[src/rtl/ppu_special_bypass.sv]
// Dispatcher/merger around a fixed-latency posit core: special or trivial ops are resolved
// locally, regular ops go to the core, and results are merged in issue order into an output FIFO.

package ppu_pkg;
    localparam int unsigned OP_BITS = 2;
    localparam logic [OP_BITS-1:0] OP_ADD = 2'd0;
    localparam logic [OP_BITS-1:0] OP_SUB = 2'd1;
    localparam logic [OP_BITS-1:0] OP_MUL = 2'd2;
    localparam logic [OP_BITS-1:0] OP_DIV = 2'd3;
endpackage

// Result of an op with a ZERO/NAR operand or a trivially cancelling ADD/SUB.
module handle_special_or_trivial
    import ppu_pkg::*;
#(
    parameter int unsigned N = 16
) (
    input  logic [OP_BITS-1:0] op_i,
    input  logic [N-1:0]       p1_i,
    input  logic [N-1:0]       p2_i,
    output logic [N-1:0]       res_c_o
);
    localparam logic [N-1:0] NAR = {1'b1, {(N-1){1'b0}}};

    logic [N-1:0] neg_p2;

    assign neg_p2 = (~p2_i) + N'(1);

    always_comb begin
        res_c_o = '0;
        if (p1_i == NAR || p2_i == NAR) begin
            res_c_o = NAR;
        end else begin
            unique case (op_i)
                OP_ADD: begin
                    if (p1_i == '0)      res_c_o = p2_i;
                    else if (p2_i == '0) res_c_o = p1_i;
                end
                OP_SUB: begin
                    if (p1_i == '0)      res_c_o = neg_p2;
                    else if (p2_i == '0) res_c_o = p1_i;
                end
                OP_DIV: begin
                    if (p2_i == '0)      res_c_o = NAR;
                end
                default: res_c_o = '0;
            endcase
        end
    end
endmodule

module ppu_special_bypass
    import ppu_pkg::*;
#(
    parameter int unsigned N            = 16,
    parameter int unsigned CORE_LATENCY = 3,
    parameter int unsigned DEPTH        = CORE_LATENCY + 2
) (
    input  logic               clk,
    input  logic               rst,
    input  logic               in_valid,
    output logic               in_ready,
    input  logic [OP_BITS-1:0] op,
    input  logic [N-1:0]       p1,
    input  logic [N-1:0]       p2,
    output logic               core_valid,
    output logic [OP_BITS-1:0] core_op,
    output logic [N-1:0]       core_p1,
    output logic [N-1:0]       core_p2,
    input  logic [N-1:0]       core_pout,
    output logic               out_valid,
    input  logic               out_ready,
    output logic [N-1:0]       pout,
    output logic               out_special
);
    localparam int unsigned L  = CORE_LATENCY;
    localparam int unsigned PW = (DEPTH > 1) ? $clog2(DEPTH) : 1;
    localparam int unsigned CW = $clog2(DEPTH + 1);
    localparam logic [N-1:0] NAR = {1'b1, {(N-1){1'b0}}};

    logic           acc_c;
    logic           special_c;
    logic           push_c;
    logic           pop_c;
    logic [N-1:0]   neg_p1_c;
    logic [N-1:0]   lut_res_c;
    logic [N-1:0]   push_data_c;

    logic [L-1:0]   vld_q, vld_d;
    logic [L-1:0]   spc_q, spc_d;
    logic [N-1:0]   res_q [L];
    logic [N-1:0]   res_d [L];

    logic [N:0]     mem_q [DEPTH];
    logic [PW-1:0]  wr_q, wr_d;
    logic [PW-1:0]  rd_q, rd_d;
    logic [CW-1:0]  fcnt_q, fcnt_d;
    logic [CW-1:0]  cnt_q, cnt_d;

    function automatic logic [PW-1:0] ptr_inc(input logic [PW-1:0] p);
        return (p == PW'(DEPTH - 1)) ? '0 : p + PW'(1);
    endfunction

    handle_special_or_trivial #(.N(N)) u_special (
        .op_i    (op),
        .p1_i    (p1),
        .p2_i    (p2),
        .res_c_o (lut_res_c)
    );

    // Credits bound in-flight plus buffered results, so the FIFO can never overflow.
    assign in_ready  = (cnt_q < CW'(DEPTH));
    assign acc_c     = in_valid && in_ready;
    assign neg_p1_c  = (~p1) + N'(1);
    assign special_c = (p1 == '0) || (p1 == NAR) || (p2 == '0) || (p2 == NAR) ||
                       ((op == OP_ADD) && (p2 == neg_p1_c)) ||
                       ((op == OP_SUB) && (p1 == p2));

    assign core_valid = acc_c && !special_c;
    assign core_op    = op;
    assign core_p1    = p1;
    assign core_p2    = p2;

    assign out_valid            = (fcnt_q != '0);
    assign {out_special, pout}  = mem_q[rd_q];
    assign pop_c                = out_valid && out_ready;
    assign push_c               = vld_q[L-1];
    assign push_data_c          = spc_q[L-1] ? res_q[L-1] : core_pout;

    always_comb begin
        vld_d  = '0;
        spc_d  = '0;
        res_d  = res_q;
        wr_d   = wr_q;
        rd_d   = rd_q;
        fcnt_d = fcnt_q;
        cnt_d  = cnt_q;

        vld_d[0] = acc_c;
        spc_d[0] = special_c;
        res_d[0] = lut_res_c;
        for (int k = 1; k < int'(L); k++) begin
            vld_d[k] = vld_q[k-1];
            spc_d[k] = spc_q[k-1];
            res_d[k] = res_q[k-1];
        end

        if (push_c) wr_d = ptr_inc(wr_q);
        if (pop_c)  rd_d = ptr_inc(rd_q);

        unique case ({push_c, pop_c})
            2'b10:   fcnt_d = fcnt_q + CW'(1);
            2'b01:   fcnt_d = fcnt_q - CW'(1);
            default: fcnt_d = fcnt_q;
        endcase

        unique case ({acc_c, pop_c})
            2'b10:   cnt_d = cnt_q + CW'(1);
            2'b01:   cnt_d = cnt_q - CW'(1);
            default: cnt_d = cnt_q;
        endcase
    end

    always_ff @(posedge clk or negedge rst) begin
        if (!rst) begin
            vld_q  <= '0;
            spc_q  <= '0;
            wr_q   <= '0;
            rd_q   <= '0;
            fcnt_q <= '0;
            cnt_q  <= '0;
            for (int k = 0; k < int'(L); k++)     res_q[k] <= '0;
            for (int k = 0; k < int'(DEPTH); k++) mem_q[k] <= '0;
        end else begin
            vld_q  <= vld_d;
            spc_q  <= spc_d;
            res_q  <= res_d;
            wr_q   <= wr_d;
            rd_q   <= rd_d;
            fcnt_q <= fcnt_d;
            cnt_q  <= cnt_d;
            if (push_c) mem_q[wr_q] <= {spc_q[L-1], push_data_c};
        end
    end
endmodule

[config.mk]
export PLATFORM = sky130hd
export DESIGN_NAME = ppu_special_bypass
export DESIGN_NICKNAME = d
export VERILOG_FILES = /design/src/rtl/ppu_special_bypass.sv
export SDC_FILE = /design/constraint.sdc
export NUM_CORES = 1
export LEC_CHECK = 0
export ABC_AREA = 0
export CORE_UTILIZATION = 49
export DETAILED_ROUTE_END_ITERATION = 10
export HOLD_SLACK_MARGIN = 0.15
export PLACE_DENSITY = 0.76
export SLEW_MARGIN = 20
export SYNTH_ARGS = -nofsm -noshare
export SYNTH_HDL_FRONTEND = slang
export SYNTH_HIERARCHICAL = 1
export SYNTH_SLANG_ARGS = --single-unit
[constraint.sdc]
create_clock -name clk -period 4.15 [get_ports clk]
set_input_delay 1.245 -clock clk [delete_from_list [all_inputs] [get_ports clk]]
set_output_delay 1.245 -clock clk [all_outputs]
set_load 0.005 [all_outputs]
==> metrics.md, run 1 <==
| Metric | Value |
|---|---|
| Largest net degree at the start of global routing | `a little under 90` |
| Core Rows | `44` |
| Tmin final | `approximately 4.4 ns` |
| Post-synthesis cell count | `approximately 700` |
| Cell Area, Synth | `7320 um^2` |
| Yosys reg bits | `151` |
| Sequential-to-total area share from yosys stat | `0.516` |
| First-pass GRT wire length | `roughly 29000 um` |
| Yosys cell types | `53` |
| Grt peak-use layer | `met2` |
| Initial antenna violation count | `0` |
| Clk_lat worst skew | `~0.42 ns` |
| Critical Path AT | `around 3.1 ns` |
| Die height | `approximately 120 um` |
| MaxCap Viol Count | `0` |
| Top FF cell, synth | `dfrtp_1` |
| Top achievable clock speed | `about 0.23 GHz` |
| Synth async-reset ratio | `1.00` |
| Inserted Clock Buffers | `17` |
| # IOs | `roughly 110` |
| GP Congestion | `0.830` |
| Crit-path max FO | `4` |
| Iteration-0 DRC Markers | `approximately 250` |
| Setup TNS | `-0.216 ns` |
| Unrepaired setup endpoints after global routing | `true` |
| Switching share of power | `0.311` |
| Clock root buffer | `clkbuf_16` |
| Area grow syn2layout | `30.5%` |
| Via-to-Cell Ratio | `5.56` |
| Clock sink count | `between 150 and 200` |
| Share of layout cells above drive strength 1 | `0.213` |
| Pre-CTS WS | `-1.11 ns` |
| Top-count cell post-synth | `dfrtp_1` |
| Most instantiated cells after synthesis | `dfrtp_1 (151), nor2_1 (85), a21oi_1 (67)` |
| Yosys top cell by area | `dfrtp_1` |
| Post-synthesis net count | `about 770` |
| TritonCTS clock tree | `done` |
| Least-Margin Pin Slew | `between 1 and 1.5 ns` |
| Comb power frac | `0.351` |
| Final setup vio count | `1` |
| Initial core utilization | `0.504` |
| Post-CTS Hold Buffers | `0` |
| Pwr Density | `606 nW/um^2` |
| Input/output buffers | `between 100 and 150` |
| Vias | `approximately 5800` |
| Static Leakage | `slightly above 4 nW` |
| Routed len/inst | `around 17 um` |
| Cell area after layout | `about 9600 um^2` |
| Slew Limit Headroom | `0.270` |
| Total GRT Usage | `0.242` |
| Yosys warnings | `6` |
| R2r setup slk | `approximately 1.8 ns` |
| Crit Path Category | `primary input to primary output` |
| ANT cells | `0` |
| Grt met1 use | `0.297` |
| Grt ovf | `0` |
| Synth top area cells | `dfrtp_1 (52%), mux4_2 (5.2%), a21oi_1 (4.6%)` |
| Worst setup EP type | `primary output` |
| Failing checks | `setup timing` |
| Sequential share of power | `0.371` |
| Die X | `between 100 and 150 um` |
| Final Power | `a little under 6 mW` |
| Pint | `~4 mW` |
| Hold Path Class | `flop to flop` |
| DP HPWL | `12500 um` |
| GR Util met3 | `0.0421` |
| H-tree Lvls | `4` |
| Clk slew on worst S/H paths | `~0.060 ns` |
| Final routed DRC violation total | `0` |
| Clock skew | `around 0.0098 ns` |
| NetSw | `approximately 1.8 mW` |
| Fin crit share | `1.05` |
| Detail Route Antenna Nets | `0` |
| Placed Area | `a little under 9000 um^2` |
| Detailed Route WL | `18000 um` |
| Grt met2 use | `0.409` |
| Clock share of power | `0.278` |
| Post-Syn Area per Cell | `between 10 and 15 um^2` |
| Util after Layout | `0.658` |
| Worst vdd rail ir drop | `0.314 mV` |
| Post-synth EDFFs | `0` |
| Crit path launch type | `primary input` |
| Setup ws final | `-0.216 ns` |
| Layout net count | `between 900 and 1000` |
| CP Data Required Time | `between 2 and 3 ns` |
| Share of the synthesized area in the top cell type | `0.516` |
| Number of global-route vias before repair | `5907` |
| 1st-pass router iterations | `5` |
| Longest Clk Path Bufs | `2` |
| Pins Over Slew Limit | `0` |
| Full die area | `15400 um^2` |
| Outcome | `complete, but fails checks` |
| Final Hold Viols | `0` |
| Core Region | `~15000 um^2` |
[registers in the layout (all words and copies together) (netlist names)]
signal / count
cnt_q: 3
spc_q: 3
res_d: 32
vld_q: 3
wr_q: 3
rd_q: 3
fcnt_q: 3
res_q: 16
mem_q: 85
[routing by layer]
| metal | routed length [um] | part of all wire | vias up |
|---|---|---|---|
| met4 | 601 | 0.033 | 0 |
| met1 | 7290 | 0.40 | 2832 |
| met3 | 815 | 0.045 | 45 |
| met2 | 9330 | 0.52 | 216 |
| met5 | 0 | 0 | - |
| li1 | - | - | 2662 |
[worst max-delay path, cell delays in order]
cell	delay [ns]
buf_4	0.13
inv_2	0.07
ha_4	0.13
or4b_4	0.50
nor3_4	0.16
mux2_4	0.32
o21ai_2	0.13
and4_4	0.24
a21oi_2	0.06
buf_2	0.13
[timing repair]
action	CTS	global route
gates resized for setup	49	16
setup endpoints to repair	1	1
pin swaps	10	9
buffers inserted	5	1
[final timing paths]
kind / depth (start not counted) / start / endpoint
worst max-delay path: 10 / p1[1] / core_valid
worst min-delay path: 0 / res_d[21]$_DFF_PN0_ / res_d[5]$_DFF_PN0_
worst max register to register: 6 / wr_q[0]$_DFFE_PN0P_ / mem_q[14]$_DFFE_PN0P_
worst min register to register: 0 / res_d[21]$_DFF_PN0_ / res_d[5]$_DFF_PN0_
max in group asynchronous: 2 / rst / res_q[8]$_DFF_PN0_
min in group asynchronous: 1 / rst / mem_q[70]$_DFFE_PN0P_
[logic make-up after synthesis]
kind of cell               Yosys count  share of synthesized area
xor gates and xnor gates            44                     0.0536
muxes                               42                     0.0875
AOI/OAI and AO/OA                  152                      0.118
adders and majority gates           10                     0.0191
buffers and inverters              102                     0.0741
and+or+nand+nor                    200                      0.131
DFF                                151                      0.516
[stage by stage]
stage,hold WS (ns),cells
after floorplan,0.331,701
after global placement,0.332,997
after detailed placement,0.335,997
after CTS,0.344,1034
after global routing,0.353,1035
final,0.342,1035
[cells in the final DEF (no fill, tap or decap), types with 8 or more instances in the layout]
cell               n
clkbuf_16         17
a21oi_1           66
o21ai_0           48
xnor2_1           32
inv_1             32
nand2_1           51
a22oi_1           13
o31ai_1            8
mux2i_1           19
buf_4             79
dfrtp_1          151
mux4_2            17
nor2_1            84
xor2_1             9
clkdlybuf4s50_1   94
[power by group through the flow]
stage | clock network [mW] | logic [mW] | registers, mW
4_1_cts | 1.64 | 2.04 | 2.14
5_1_grt | 1.70 | 2.25 | 2.20
3_3_place_gp | 0 | 1.92 | 2.12
3_5_place_dp | 0 | 2.02 | 2.16
2_1_floorplan | 0 | 1.20 | 2.07
6_report | 1.61 | 2.03 | 2.15
[layout make-up]
cell class | count | area (um^2)
Clock buffer | 20 | 457
Clock inverter | 12 | 175
Fill cell | 1131 | 4980
Inverter | 34 | 128
Multi-Input combinational cell | 448 | 3130
Sequential cell | 151 | 3780
Tap cell | 184 | 230
Timing Repair Buffer | 186 | 1660
No activity file was read; power rests on OpenSTA's default activity.
==> run 2: changes to the inputs <==
Settings changed: CTS_CLUSTER_SIZE set to 25, GPL_ROUTABILITY_DRIVEN set to 0, RECOVER_POWER set to 50.
==> metrics.md, run 2 (synthesis results as in run 1) <==
| Metric | Value |
|---|---|
| Pwr Density | `a little under 600 nW/um^2` |
| Worst setup EP type | `primary output` |
| Unrepaired setup endpoints after global routing | `true` |
| Top achievable clock speed | `about 0.22 GHz` |
| Via-to-Cell Ratio | `5.56` |
| Final Hold Viols | `0` |
| Pins Over Slew Limit | `~120` |
| Worst hold slack | `about 0.35 ns` |
| Die X | `approximately 120 um` |
| Number of global-route vias before repair | `~6100` |
| Most frequent cells in the layout | `dfrtp_1 (151), clkdlybuf4s50_1 (91), nor2_1 (84)` |
| GR Util met3 | `0.0550` |
| Setup ws final | `-0.301 ns` |
| First-pass GRT wire length | `slightly below 30000 um` |
| Initial core utilization | `0.504` |
| Clock skew | `approximately 0.0079 ns` |
| TritonCTS clock tree | `done` |
| ANT cells | `0` |
| Most flop-heavy register | `mem_q` |
| Crit Path Category | `primary input to primary output` |
| Grt met1 use | `0.291` |
| Tmin final | `approximately 4.5 ns` |
| Outcome | `complete, but fails checks` |
| Total GRT Usage | `0.244` |
| Cell Chain, Critical Path | `buf_8, or3_4, or4_4, buf_4, nor3_4, xor2_1, nor4_2, a21oi_1, buf_2` |
| Slowest CP cell | `or4_4` |
| Static Leakage | `just over 4 nW` |
| Critical Path AT | `around 3.2 ns` |
| Core Rows | `between 40 and 50` |
| Clk_lat worst skew | `0.41 ns` |
| Fin crit share | `1.07` |
| Detail Route Antenna Nets | `0` |
| Failing checks | `capacitance limit, slew limit, setup timing` |
| Final Power | `approximately 5.6 mW` |
| # IOs | `~110` |
| Grt peak-use layer | `met2` |
| Grt ovf | `0` |
| Slew Limit Headroom | `-0.339` |
| Worst Path Buf+Inv | `3` |
| Layout fillers | `between 1000 and 1500` |
| Die height | `roughly 120 um` |
| Cell family with most CP delay | `simple AND/OR/NAND/NOR gates` |
| Worst vdd rail ir drop | `between 0.3 and 0.4 mV` |
| Grt met2 use | `0.416` |
| Detailed Route WL | `between 15000 and 20000 um` |
| Core Region | `14500 um^2` |
| Final routed DRC violation total | `0` |
| Full die area | `approximately 15000 um^2` |
| Crit path launch type | `primary input` |
| Clock sink count | `between 150 and 200` |
| Least-Margin Pin Slew | `~2.0 ns` |
| Final setup vio count | `1` |
| Pre-CTS WS | `-1.13 ns` |
| Largest net degree at the start of global routing | `between 80 and 90` |
| Area grow syn2layout | `28.7%` |
| Share of layout cells above drive strength 1 | `0.196` |
| Hold Path Class | `flop to flop` |
| Iteration-0 DRC Markers | `around 420` |
| Layout net count | `~900` |
| Clk slew on worst S/H paths | `about 0.06 ns` |
| Crit-path max FO | `5` |
| Initial antenna violation count | `0` |
| Longest Clk Path Bufs | `2` |
| H-tree Lvls | `4` |
| Inserted Clock Buffers | `17` |
| MaxCap Viol Count | `2` |
| Clock root buffer | `clkbuf_16` |
| Max reg flops | `85` |
| Vias | `5730` |
| Max stage delay on crit path | `0.61 ns` |
| 1st-pass router iterations | `5` |
| Routed len/inst | `around 17 um` |
| Input/output buffers | `107` |
| DP HPWL | `12300 um` |
| Commonest non-fill, non-tap cell in the layout | `dfrtp_1` |
| CP Data Required Time | `between 2 and 3 ns` |
## run 2: report_power, final
| part | total [mW] | leakage, nW | internal, mW | switching, mW |
|---|---|---|---|---|
| registers | 2.17 | 1.83 | 1.89 | 0.273 |
| clock network | 1.47 | 0.276 | 0.898 | 0.577 |
| logic | 1.98 | 1.94 | 1.04 | 0.940 |
| total | 5.62 | 4.04 | 3.83 | 1.79 |
## run 2: final timing paths
| path | cells after the start | from | slack (ns) | to |
|---|---|---|---|---|
| setup / recovery | 9 | p1[1] | -0.30 | core_valid |
| hold / removal | 0 | res_d[23]$_DFF_PN0_ | 0.35 | res_d[7]$_DFF_PN0_ |
| setup reg to reg | 5 | wr_q[0]$_DFFE_PN0P_ | 1.50 | mem_q[84]$_DFFE_PN0P_ |
| hold reg to reg | 0 | res_d[23]$_DFF_PN0_ | 0.35 | res_d[7]$_DFF_PN0_ |
| max in group asynchronous | 2 | rst | 0.73 | mem_q[0]$_DFFE_PN0P_ |
| min in group asynchronous | 1 | rst | 1.39 | mem_q[21]$_DFFE_PN0P_ |
## run 2: metrics by stage
| stage | setup TNS (ns) | cell area (um^2) | utilization | std cells |
|---|---|---|---|---|
| after floorplan | 0 | 7340 | - | 701 |
| after global placement | -1.01 | 8770 | 0.603 | 994 |
| after detailed placement | -1.13 | 8770 | 0.603 | 994 |
| after CTS | -0.289 | 9440 | 0.649 | 1029 |
| after global routing | -0.398 | 9430 | 0.649 | 1030 |
| final | -0.301 | 9430 | 0.649 | 1030 |
## run 2: per-layer routing
layer	vias up	part of all wire	wire length [um]
met3	44	0.059	1050
met1	2802	0.40	7130
met2	236	0.51	9170
li1	2648	-	-
met5	-	0	0
met4	0	0.032	576
## run 2: worst register-to-register path, delay by kind of cell (launching register included)
family | cells | cell delay (ns)
flip-flops | 1 | 0.38
multiplexers | 1 | 0.44
buffers and inverters | 2 | 1.37
AND/OR/NAND/NOR | 2 | 0.34
## run 2: timing repair
item                                   in CTS  in global routing
hold buffers                                0                  0
endpoints found under the hold margin       0                  0
setup buffers                               3                  1
gates resized for setup                    54                  0
setup endpoints to repair                   1                  1
pin swaps                                  12                  3
## run 2: final cells by class
cell class | count | area, um^2 | share of cell area
multi-input combinational | 448 | 3120 | 0.331
clock buffer | 20 | 447 | 0.0474
clock inverter | 12 | 129 | 0.0137
tap | 184 | 230 | 0.0244
timing repair buffer | 181 | 1590 | 0.169
sequential | 151 | 3780 | 0.401
inverter | 34 | 128 | 0.0135
==> run 3: changes to the inputs <==
Settings changed: ABC_AREA 0 to not set, CAP_MARGIN set to 20.
==> results of run 3 <==
The final DEF is identical to that of run 2; final timing and power are the same.
